$ cat src/rtl/pwm_capture8_if.sv
// Register bus shared with the PWM generator: 8-bit address, one-cycle rd/wr strobes, 32-bit data.
// Read data is registered in the slave and appears the cycle after rd.
// No backpressure: every strobe is accepted in the cycle it is presented.
interface pwm_capture8_if;
    logic [7:0]  addr;
    logic        rd;
    logic        wr;
    logic [31:0] d_in;
    logic [31:0] d_out;

    modport master (output addr, rd, wr, d_in, input d_out);
    modport slave  (input addr, rd, wr, d_in, output d_out);
endinterface

$ cat src/rtl/pwm_capture8.sv
// Eight-channel PWM decoder: measures high time and period of async inputs, reports them on a register bus.
// Edges act 3 cycles after the pin changes; read data appears the cycle after rd.
// No backpressure: reads and writes complete in one cycle, measurement never stalls.
module pwm_capture8 #(
    parameter int CNT_W   = 32,
    parameter int TIMEOUT = 2000000
) (
    input  logic          clk,
    input  logic          rst_n,
    input  logic [7:0]    pwm_in,
    pwm_capture8_if.slave bus,
    output logic [7:0]    valid
);
    localparam int               TO_W    = $clog2(TIMEOUT + 1);
    localparam logic [TO_W-1:0]  TO_LAST = TO_W'(TIMEOUT - 1);
    localparam logic [CNT_W-1:0] CNT_MAX = '1;
    localparam logic [CNT_W-1:0] CNT_ONE = CNT_W'(1);

    typedef enum logic {ARMED = 1'b0, RUN = 1'b1} state_e;

    logic [7:0]       sync1_q, sync2_q, sync3_q;
    logic [7:0]       level, rise;
    state_e           state_q   [8];
    state_e           state_d   [8];
    logic [CNT_W-1:0] hi_cnt_q  [8];
    logic [CNT_W-1:0] hi_cnt_d  [8];
    logic [CNT_W-1:0] per_cnt_q [8];
    logic [CNT_W-1:0] per_cnt_d [8];
    logic [CNT_W-1:0] high_q    [8];
    logic [CNT_W-1:0] high_d    [8];
    logic [CNT_W-1:0] period_q  [8];
    logic [CNT_W-1:0] period_d  [8];
    logic [TO_W-1:0]  to_q      [8];
    logic [TO_W-1:0]  to_d      [8];
    logic [7:0]       valid_q, valid_d;
    logic             freeze_q, freeze_d;
    logic [31:0]      d_out_q, d_out_d;
    logic [31:0]      rdata;
    logic             wr_status, wr_ctrl;
    logic             unused_d_in;

    // Only the low byte of write data carries meaning (W1C mask / freeze bit).
    assign unused_d_in = ^bus.d_in[31:8];

    assign level     = sync2_q;
    assign rise      = sync2_q & ~sync3_q;
    assign wr_status = bus.wr && (bus.addr == 8'h10);
    assign wr_ctrl   = bus.wr && (bus.addr == 8'h11);
    assign valid     = valid_q;
    assign bus.d_out = d_out_q;

    // Two-flop synchronizer plus one history stage for edge detection.
    always_ff @(posedge clk or negedge rst_n) begin
        if (!rst_n) begin
            sync1_q <= '0;
            sync2_q <= '0;
            sync3_q <= '0;
        end else begin
            sync1_q <= pwm_in;
            sync2_q <= sync1_q;
            sync3_q <= sync2_q;
        end
    end

    // Read mux over the current (pre-update) register contents; counters are zero-extended.
    always_comb begin
        rdata = '0;
        if (bus.addr[7:3] == 5'd0) begin
            rdata[CNT_W-1:0] = high_q[bus.addr[2:0]];
        end else if (bus.addr[7:3] == 5'd1) begin
            rdata[CNT_W-1:0] = period_q[bus.addr[2:0]];
        end else if (bus.addr == 8'h10) begin
            rdata = {16'b0, level, valid_q};
        end else if (bus.addr == 8'h11) begin
            rdata = {31'b0, freeze_q};
        end
    end

    // Per-channel ARMED/RUN next state, counters, latching, timeout and bus writes.
    always_comb begin
        state_d   = state_q;
        hi_cnt_d  = hi_cnt_q;
        per_cnt_d = per_cnt_q;
        high_d    = high_q;
        period_d  = period_q;
        to_d      = to_q;
        valid_d   = valid_q;
        freeze_d  = freeze_q;
        d_out_d   = bus.rd ? rdata : d_out_q;

        // W1C is applied first so a coincident latch below wins.
        if (wr_status) begin
            valid_d = valid_q & ~bus.d_in[7:0];
        end
        if (wr_ctrl) begin
            freeze_d = bus.d_in[0];
        end

        for (int i = 0; i < 8; i++) begin
            if (rise[i] || (to_q[i] == TO_LAST)) begin
                to_d[i] = '0;
            end else begin
                to_d[i] = to_q[i] + TO_W'(1);
            end

            if (rise[i]) begin
                // First edge after ARMED only starts the measurement.
                if ((state_q[i] == RUN) && !freeze_q) begin
                    high_d[i]   = hi_cnt_q[i];
                    period_d[i] = per_cnt_q[i];
                    valid_d[i]  = 1'b1;
                end
                state_d[i]   = RUN;
                hi_cnt_d[i]  = CNT_ONE;
                per_cnt_d[i] = CNT_ONE;
            end else if (to_q[i] == TO_LAST) begin
                // Stale input: report constant level as 0% or full-on, never valid.
                if (!freeze_q) begin
                    valid_d[i]  = 1'b0;
                    high_d[i]   = level[i] ? CNT_MAX : '0;
                    period_d[i] = '0;
                end
                state_d[i]   = ARMED;
                hi_cnt_d[i]  = '0;
                per_cnt_d[i] = '0;
            end else if (state_q[i] == RUN) begin
                if (per_cnt_q[i] != CNT_MAX) begin
                    per_cnt_d[i] = per_cnt_q[i] + CNT_ONE;
                end
                if (level[i] && (hi_cnt_q[i] != CNT_MAX)) begin
                    hi_cnt_d[i] = hi_cnt_q[i] + CNT_ONE;
                end
            end
        end
    end

    // State and register update; reset discards any partial measurement.
    always_ff @(posedge clk or negedge rst_n) begin
        if (!rst_n) begin
            for (int i = 0; i < 8; i++) begin
                state_q[i]   <= ARMED;
                hi_cnt_q[i]  <= '0;
                per_cnt_q[i] <= '0;
                high_q[i]    <= '0;
                period_q[i]  <= '0;
                to_q[i]      <= '0;
            end
            valid_q  <= '0;
            freeze_q <= 1'b0;
            d_out_q  <= '0;
        end else begin
            for (int i = 0; i < 8; i++) begin
                state_q[i]   <= state_d[i];
                hi_cnt_q[i]  <= hi_cnt_d[i];
                per_cnt_q[i] <= per_cnt_d[i];
                high_q[i]    <= high_d[i];
                period_q[i]  <= period_d[i];
                to_q[i]      <= to_d[i];
            end
            valid_q  <= valid_d;
            freeze_q <= freeze_d;
            d_out_q  <= d_out_d;
        end
    end
endmodule

$ cat src/flat_wrapper.sv
// flat-port wrapper written by rule: the top's interface ports become plain ports
module pwm_capture8_flat 
#(
    parameter int CNT_W   = 32,
    parameter int TIMEOUT = 2000000
)
  (clk, rst_n, pwm_in, valid, bus_addr, bus_rd, bus_wr, bus_d_in, bus_d_out);
  pwm_capture8_if bus_i ();
  input  logic clk;
  input  logic rst_n;
  input  logic [7:0] pwm_in;
  output logic [7:0] valid;
  input wire logic [$bits(bus_i.addr)-1:0] bus_addr;
  input wire logic [$bits(bus_i.rd)-1:0] bus_rd;
  input wire logic [$bits(bus_i.wr)-1:0] bus_wr;
  input wire logic [$bits(bus_i.d_in)-1:0] bus_d_in;
  output wire logic [$bits(bus_i.d_out)-1:0] bus_d_out;
  assign bus_i.addr = bus_addr;
  assign bus_i.rd = bus_rd;
  assign bus_i.wr = bus_wr;
  assign bus_i.d_in = bus_d_in;
  assign bus_d_out = bus_i.d_out;
  pwm_capture8 #(.CNT_W(CNT_W), .TIMEOUT(TIMEOUT)) u_core (.clk(clk), .rst_n(rst_n), .pwm_in(pwm_in), .bus(bus_i), .valid(valid));
endmodule
$ cat config.mk
export PLATFORM = sky130hd
export DESIGN_NAME = pwm_capture8_flat
export DESIGN_NICKNAME = d
export VERILOG_FILES = /design/src/rtl/pwm_capture8_if.sv /design/src/rtl/pwm_capture8.sv /design/src/flat_wrapper.sv
export SDC_FILE = /design/constraint.sdc
export NUM_CORES = 2
export LEC_CHECK = 0
export CAP_MARGIN = 20
export CORE_ASPECT_RATIO = 1.4
export CORE_MARGIN = 1
export CORE_UTILIZATION = 40
export DETAILED_ROUTE_END_ITERATION = 7
export GPL_TIMING_DRIVEN = 0
export PLACE_DENSITY_LB_ADDON = 0.15
export SLEW_MARGIN = 20
export SYNTH_ARGS = -nofsm -noshare
export SYNTH_HDL_FRONTEND = slang
export SYNTH_SLANG_ARGS = --single-unit
$ cat constraint.sdc
create_clock -name clk -period 7.7 [get_ports clk]
set_clock_uncertainty 0.1 [all_clocks]
set_input_delay 1.155 -clock clk [delete_from_list [all_inputs] [get_ports clk]]
set_output_delay 1.155 -clock clk [all_outputs]
set_load 0.005 [all_outputs]
==> results.toml <==
[place]
dp_hpwl_mm = 173
place.gp.congestion = 1.01
placed_area_sq_um = 66800
numPortBuffers = 65
dp.cells = 8452
post-place-ws_ns = 2.51

[global_routing]
grt_pass1_wl_mm = 340
gr-usage-met2_pct = 47.8
busiest_layer = "met2"
grtUsageMet1_pct = 35.2
overflow = 0
grt_max_degree = 140
grt_pass1_vias = 52143
grt_usage_pct = 28.6
use_met3_pct = 4.68
antenna_found_initial = 10

[finish]
nets = 6580
layout_commonest_cell = "dfrtp_1"
final_cell_mix = "dfrtp_1 (1265), o21ai_0 (899), nor2_1 (446), clkbuf_1 (376), nand2_1 (332)"
syn2layout_area_growth_pct = 13.3
layout.cells.non_filler = 8707
drive_above_1_share_pct = 7.62
finalInstanceArea_sq_um = 71500
post-route-util_pct = 45.6
fillers = 15096

[routing]
antenna_left = 0
finalWirelength_mm = 227
vias = 53270
detail_route.wl_per_cell_um = 26.1
drt_iter0_markers = 4792
drc = 0
dr.pass1.iters = 7
vias_per_cell = 6.12

[yosys]
netlist_area_sq_um = 63100
async_flop_share_pct = 100
synth_nets = 6358
ys_top_cells_by_area = "dfrtp_1 (50%), o21ai_0 (7.1%), mux4_2 (4.6%), a22o_1 (4.4%), nor2_1 (2.7%)"
synth_cells = 6282
yosys_most_used_dff = "dfrtp_1"
yosys.area.top_type = "dfrtp_1"
yosys.area.top_type_share_pct = 50.2
yosys_warnings = 0
synth_cell_types = 81
synth_edf_count = 0
syn_avg_cell_area_sq_um = 10.0
synth_seq_cells = 1265
ys_seq_area_share_pct = 50.2

[setup_path]
crit_top_cell = "clkbuf_1"
max_stage_delay_ns = 0.90
critPathCaptureType = "flop"
crit_fanout = 10
critPathLaunchType = "primary input"
r2r_cells = 8
crit_required_ns = 8.25
worstPathCellList = "clkbuf_1 -> clkbuf_1 -> buf_1 -> mux4_2 -> mux2i_1 -> o22a_1 -> o21ai_0"
crit_family = "buffers and inverters"
r2r_setup_slack_ns = 3.43
cp_slowest_cell = "clkbuf_1"
path_depth = 7
cp_data_arrival_time_ns = 5.17
crit_buf_inv = 3
crit_type = "in -> reg"

[sta]
setup_tns_ns = 0
fmax_mhz = 216
period_share_pct = 60.0
hold_viol_final = 0
period_needed_ns = 4.62
maxSlewHeadroom_pct = 20.4
finalSetupViolations = 0
whs_ns = 0.247
worst_slew_pin_slew_ns = 1.19
rsz0062_at_grt = "no"
fin_ws_ns = 3.08
final-max-slew-violation-count = 0

[die]
start_util_pct = 40.3
core_sq_um = 157000
io_pins = 92
row_count = 172
die_w_um = 338
die_h_um = 472
dieArea_sq_um = 159000

[power_and_ir_drop]
ir_drop_uv = 243
power_density_nw_per_um2 = 227
p_leak_nw = 28.8
total_power_mw = 16.2

[run]
cap_violations = 0

[worst_hold_path]
hp-class = "reg -> reg"
min_delay_path_depth = 0

[cts]
cts.sinks = 1265
worstSkewPairLatency_ns = 0.80
cts_inserted_buffers = 137
post_cts_buffers = 0
cts_hold_buf = 0
clk_pin_slew_ns = 0.06
cts_tree = "built"
postCtsResizedCells = 0
cts-htree-levels = 4
clock_path_buffers = 3
root_buffer = "clkbuf_16"

[run_status]
status = "completed"
==> report_power, final <==
| part | internal (mW) | leakage [nW] | total, mW | switching [mW] |
|---|---|---|---|---|
| sequential | 7.06 | 17.1 | 7.64 | 0.573 |
| combinational | 0.595 | 9.34 | 1.59 | 0.999 |
| clock | 4.07 | 2.31 | 7.01 | 2.93 |
| total | 11.7 | 28.8 | 16.2 | 4.51 |
==> metal layers <==
metal	wire length, um	up-vias
li1	-	24062
met1	89600	26864
met2	111000	1835
met3	13300	499
met4	13700	10
met5	70	-
==> area by class of cell <==
class                           instances  area (sq um)  area share [%]
Sequential cell                      1265         31700            44.3
Multi-Input combinational cell       4510         29500            41.3
Clock buffer                          199          4060            5.67
Tap cell                             2088          2610            3.65
Buffer                                427          1690            2.37
Timing Repair Buffer                   83          1060            1.48
Clock inverter                         51           626           0.875
Inverter                               80           300           0.420
Antenna cell                            4          10.0          0.0140
==> flip-flops by register name (all words and copies together), names as in the netlist <==
register          cells
u_core.valid          8
u_core.period_q     256
u_core.freeze_q       1
u_core.high_q       256
u_core.sync1_q        8
u_core.to_q         168
u_core.level          8
u_core.bus.d_out     32
u_core.per_cnt_q    256
u_core.sync3_q        8
u_core.state_q        8
u_core.hi_cnt_q     256
==> cell usage after synthesis, types with 84 or more instances <==
library cell / number
a21oi_1: 327
a22o_1: 319
and3_1: 84
clkbuf_1: 354
dfrtp_1: 1265
mux4_2: 128
nand2_1: 332
nand3_1: 270
nand4_1: 222
nor2_1: 446
o21ai_0: 901
o31ai_1: 85
or3_1: 230
or4_1: 128
xnor2_1: 129
xor2_1: 132
==> kinds of logic (layout without fill, tap and decap cells) <==
| kind of cell | count (synthesis) | after routing | share of synthesized area [%] |
|---|---|---|---|
| compound gates | 1865 | 1865 | 18.1 |
| xor+xnor | 261 | 261 | 3.62 |
| fa+ha+maj | 24 | 24 | 0.476 |
| buf+inv | 507 | 840 | 3.14 |
| flops | 1265 | 1265 | 50.2 |
| mux | 220 | 220 | 6.08 |
| other cells | 0 | 4 | 0 |
| simple gates | 2140 | 2140 | 18.4 |
==> final timing paths <==
| path | start | to |
|---|---|---|
| setup / recovery | bus_addr[0] | u_core.bus.d_out[20]$_DFFE_PN0P_ |
| hold / removal | u_core.sync1_q[7]$_DFF_PN0_ | u_core.level[7]$_DFF_PN0_ |
| setup reg to reg | u_core.level[6]$_DFF_PN0_ | u_core.high_q[63]$_DFFE_PN0P_ |
| hold reg to reg | u_core.sync1_q[7]$_DFF_PN0_ | u_core.level[7]$_DFF_PN0_ |
| max in group asynchronous | rst_n | u_core.per_cnt_q[250]$_DFFE_PN0P_ |
| min in group asynchronous | rst_n | u_core.level[5]$_DFF_PN0_ |
(Power assumes the default switching activity.)
